`config.mk`:
```
export PLATFORM = sky130hd
export DESIGN_NAME = dec_onehot_scan
export DESIGN_NICKNAME = d
export VERILOG_FILES = /design/src/rtl/dec_onehot_scan.sv
export SDC_FILE = /design/constraint.sdc
export NUM_CORES = 1
export LEC_CHECK = 0
export ABC_AREA = 1
export BUFFER_PORTS_ARGS = -buffer_cell sky130_fd_sc_hd__buf_2
export CAP_MARGIN = 20
export CORE_AREA = 2 2 42 44
export CTS_CLUSTER_SIZE = 14
export DETAILED_ROUTE_END_ITERATION = 16
export DIE_AREA = 0 0 44 46
export PLACE_DENSITY_LB_ADDON = 0.05
export SETUP_SLACK_MARGIN = 0.1
export SLEW_MARGIN = 40
export SYNTH_ARGS = -nofsm -noshare
export SYNTH_HDL_FRONTEND = slang
export SYNTH_SLANG_ARGS = --single-unit
```
`constraint.sdc`:
```
create_clock -name clk -period 3.7 [get_ports clk]
set_clock_uncertainty 0.05 [all_clocks]
set_input_delay 0.74 -clock clk [delete_from_list [all_inputs] [get_ports clk]]
set_output_delay 0.74 -clock clk [all_outputs]
set_load 0.01 [all_outputs]
```
`src/rtl/dec_onehot_scan.sv`:
```
// dec_onehot_scan: registered N-to-2**N one-hot decoder with DIRECT and prescaled SCAN modes
module dec_onehot_scan #(
    parameter int SEL_W = 2,
    parameter int DIV   = 4
) (
    input  logic                  clk,
    input  logic                  rst_n,
    input  logic                  en,
    input  logic                  mode,
    input  logic                  load,
    input  logic [SEL_W-1:0]      sel_in,
    output logic [2**SEL_W-1:0]   y,
    output logic [SEL_W-1:0]      idx,
    output logic                  valid,
    output logic                  wrap
);
    localparam int N  = 2**SEL_W;
    localparam int PW = DIV > 1 ? $clog2(DIV) : 1;
    localparam logic [PW-1:0]    PMAX = PW'(DIV - 1);
    localparam logic [SEL_W-1:0] IMAX = SEL_W'(N - 1);
    localparam logic [N-1:0]     ONE  = N'(1);

    logic [N-1:0]     y_q, y_d;
    logic [SEL_W-1:0] idx_q, idx_d;
    logic [PW-1:0]    pre_q, pre_d;
    logic             valid_q, valid_d;
    logic             wrap_q, wrap_d;
    logic             loaded_q, loaded_d;
    logic             mode_q, mode_d;

    // Next-state: blank when disabled, load has priority, SCAN ticks at prescaler terminal count
    always_comb begin
        idx_d    = idx_q;
        pre_d    = pre_q;
        loaded_d = loaded_q;
        mode_d   = mode;
        y_d      = '0;
        valid_d  = 1'b0;
        wrap_d   = 1'b0;
        if (en) begin
            if (!mode) begin
                pre_d = '0;
                if (load) begin
                    idx_d    = sel_in;
                    loaded_d = 1'b1;
                end
                valid_d = loaded_d;
                y_d     = loaded_d ? ONE << idx_d : '0;
            end else begin
                if (load) begin
                    idx_d    = sel_in;
                    pre_d    = '0;
                    loaded_d = 1'b1;
                end else if (mode != mode_q) begin
                    pre_d = '0;
                end else if (pre_q == PMAX) begin
                    pre_d  = '0;
                    idx_d  = idx_q + 1'b1;
                    wrap_d = idx_q == IMAX;
                end else begin
                    pre_d = pre_q + 1'b1;
                end
                valid_d = 1'b1;
                y_d     = ONE << idx_d;
            end
        end
    end

    // State register with asynchronous clear
    always_ff @(posedge clk or negedge rst_n) begin
        if (!rst_n) begin
            y_q      <= '0;
            idx_q    <= '0;
            pre_q    <= '0;
            valid_q  <= 1'b0;
            wrap_q   <= 1'b0;
            loaded_q <= 1'b0;
            mode_q   <= 1'b0;
        end else begin
            y_q      <= y_d;
            idx_q    <= idx_d;
            pre_q    <= pre_d;
            valid_q  <= valid_d;
            wrap_q   <= wrap_d;
            loaded_q <= loaded_d;
            mode_q   <= mode_d;
        end
    end

    assign y     = y_q;
    assign idx   = idx_q;
    assign valid = valid_q;
    assign wrap  = wrap_q;
endmodule

```
==> metrics.yaml <==
route:
  drtIter0Drc: 19
  ant_nets: 0
  wl_um: 1620
  vias: 686
  drc_errors: 0
  firstDrtPassIters: 4
  wl_per_cell_um: 12.2
  post_drt_via_cell_ratio: 5.16
synthesis:
  yosysUniqueCellTypes: 22
  synthAdderAreaFrac: 0.0499
  synth_mux_area_frac: 0
  synthesis.area_per_instance_um2: 7.45
  synth_top_family_by_area: "simple AND/OR/NAND/NOR gates"
  syn_nets: 111
  synth_compound_area_frac: 0.103
  synth-simple-area-share: 0.349
  synth_area_um2: 752
  syn_inst: 101
  synth_warnings: 0
  seq_area_frac_synth: 0.399
  synth-seq-cells: 12
  synth_xor_area_frac: 0
global_route:
  grt_pass1_wl_um: 2550
  grt_max_degree: 13
  grt_overflow: 0
  grt.total_usage: 0.177
  antenna_found_initial: 0
  grt_pass1_vias: 613
sta:
  fin_crit_ns: 1.71
  layout_worst_path_cycle_share: 0.463
  slew_viol_final: 0
  whs_ns: 0.271
  setup_viol: 0
  layout_setup_ws_ns: 1.99
  hold_viol_final: 0
  worst_pin_slew_ns: 0.324
  tns_ns: 0
  rsz0062_at_grt: "no"
  clock.fmax_mhz: 584
  timing.slew.headroom: 0.784
critical_path:
  start_kind: "flip-flop"
  slowest_stage: "dfrtp_1"
  cp.arrival_ns: 0.92
  r2r-start: "idx[1]"
  cp.required_ns: 2.91
  cp_max_fo: 6
  cp_cell_sequence: "buf_2"
  crit_type: "reg -> out"
  crit_buf_inv: 1
  startpoint: "idx[1]"
  end_kind: "output pin"
  slowest_delay_ns: 0.47
  path_delay_family: "flip-flops"
floorplanning:
  die-area_um2: 2020
  core.rowCount: 15
  core_um2: 1610
  initial_core_util: 0.466
  io_pins: 15
  die-height_um: 46
  die_x_um: 44
clocking:
  clk_pin_slew_ns: 0.09
  cts_tree: "done"
  postCtsHoldBufs: 0
  htree_levels: 1
  cts-root-buf: "clkbuf_4"
  insertion_delay_ns: 0.28
  cts_buffers: 3
  cts_setup_buffers: 0
  cts_resized: 0
  cts.sinks: 12
  clock_path_buffers: 2
place:
  io_buffers: 14
  hpwl_um: 1180
  place_ws_ns: 1.90
  place_congestion: 0.815
run:
  drv_cap: 0
status:
  status: "completed"
layout:
  diodes: 0
  syn_to_final_growth_pct: 13.5
  drive_gt1_frac: 0.207
  nNetsFinal: 127
pwr:
  powerDensity_nw_per_um2: 393
  leakagePower_nw: 0.476
  peakVddDrop_mv: 0.258
hold_path:
  min_path_type: "in -> async"
==> cells in the mapped netlist, drive strengths merged <==
cell,instances,area share
o21ai,2,0.013
dfrtp,12,0.40
nand3,11,0.073
nor2,9,0.045
a32o,2,0.027
nand2,33,0.18
buf,2,0.030
or2,3,0.025
nor3,2,0.013
inv,12,0.063
ha,3,0.050
a21oi,5,0.033
nand4,1,0.0083
a22oi,1,0.010
clkbuf,1,0.0050
o21a,2,0.020
==> where the power goes <==
group          internal, mW  switching, mW
Sequential            0.141        0.00896
Combinational        0.0278         0.0477
Clock                0.0599         0.0498
Total                 0.229          0.106
==> state kept, by name (all words and copies together) (netlist names) <==
register,flops
idx,2
loaded_q,1
mode_q,1
pre_q,2
valid,1
wrap,1
y,4
==> cell type report <==
class,instances,area (µm²)
sequential,12,300
tap,17,21.3
fill,158,761
multi-input combinational,74,378
clock buffer,4,36.3
timing repair buffer,14,70.1
inverter,12,47.5
==> per-layer routing <==
layer	wire, µm	GRT usage	vias to the layer above	share of wire
met1	751	0.216	303	0.46
met3	102	0.0476	4	0.063
li1	-	-	353	-
met4	21	0.0727	0	0.013
met5	0	0	-	0
met2	740	0.294	26	0.46
==> layout by cell type (no fill, tap or decap), types with 2 or more instances in the layout <==
cell type	instances
inv_1	10
a32o_1	2
nand2_2	3
or2_1	2
ha_1	3
nor2_1	9
nand2_1	29
o21a_1	2
a21oi_1	5
dfrtp_1	12
nand3_1	11
nor3_1	2
clkbuf_4	3
buf_2	14
==> path summary, 6_finish.rpt <==
path | end | slack, ns | cells past startpoint
setup / recovery | idx[1] | 1.99 | 1
hold / removal | wrap | 0.27 | 1
setup reg to reg | idx[1] | 2.18 | 9
hold reg to reg | pre_q[1] | 0.49 | 1
max in group asynchronous | loaded_q | 3.11 | 1
min in group clk | pre_q[1] | 0.49 | 1
==> logic make-up after synthesis <==
| kind of cell | count (synthesis) |
|---|---|
| buf+inv | 15 |
| compound gates | 12 |
| flops | 12 |
| simple gates | 59 |
| fa+ha+maj | 3 |
==> stage by stage <==
stage | total power [mW] | instances | cell area [µm²] | utilization
after floorplan | 0.205 | 101 | 752 | -
after global placement | 0.228 | 129 | 817 | 0.506
after detailed placement | 0.228 | 129 | 817 | 0.506
after CTS | 0.336 | 133 | 853 | 0.529
after global routing | 0.353 | 133 | 853 | 0.529
final | 0.335 | 133 | 853 | 0.529
No activity file was read; power rests on OpenSTA's default activity.
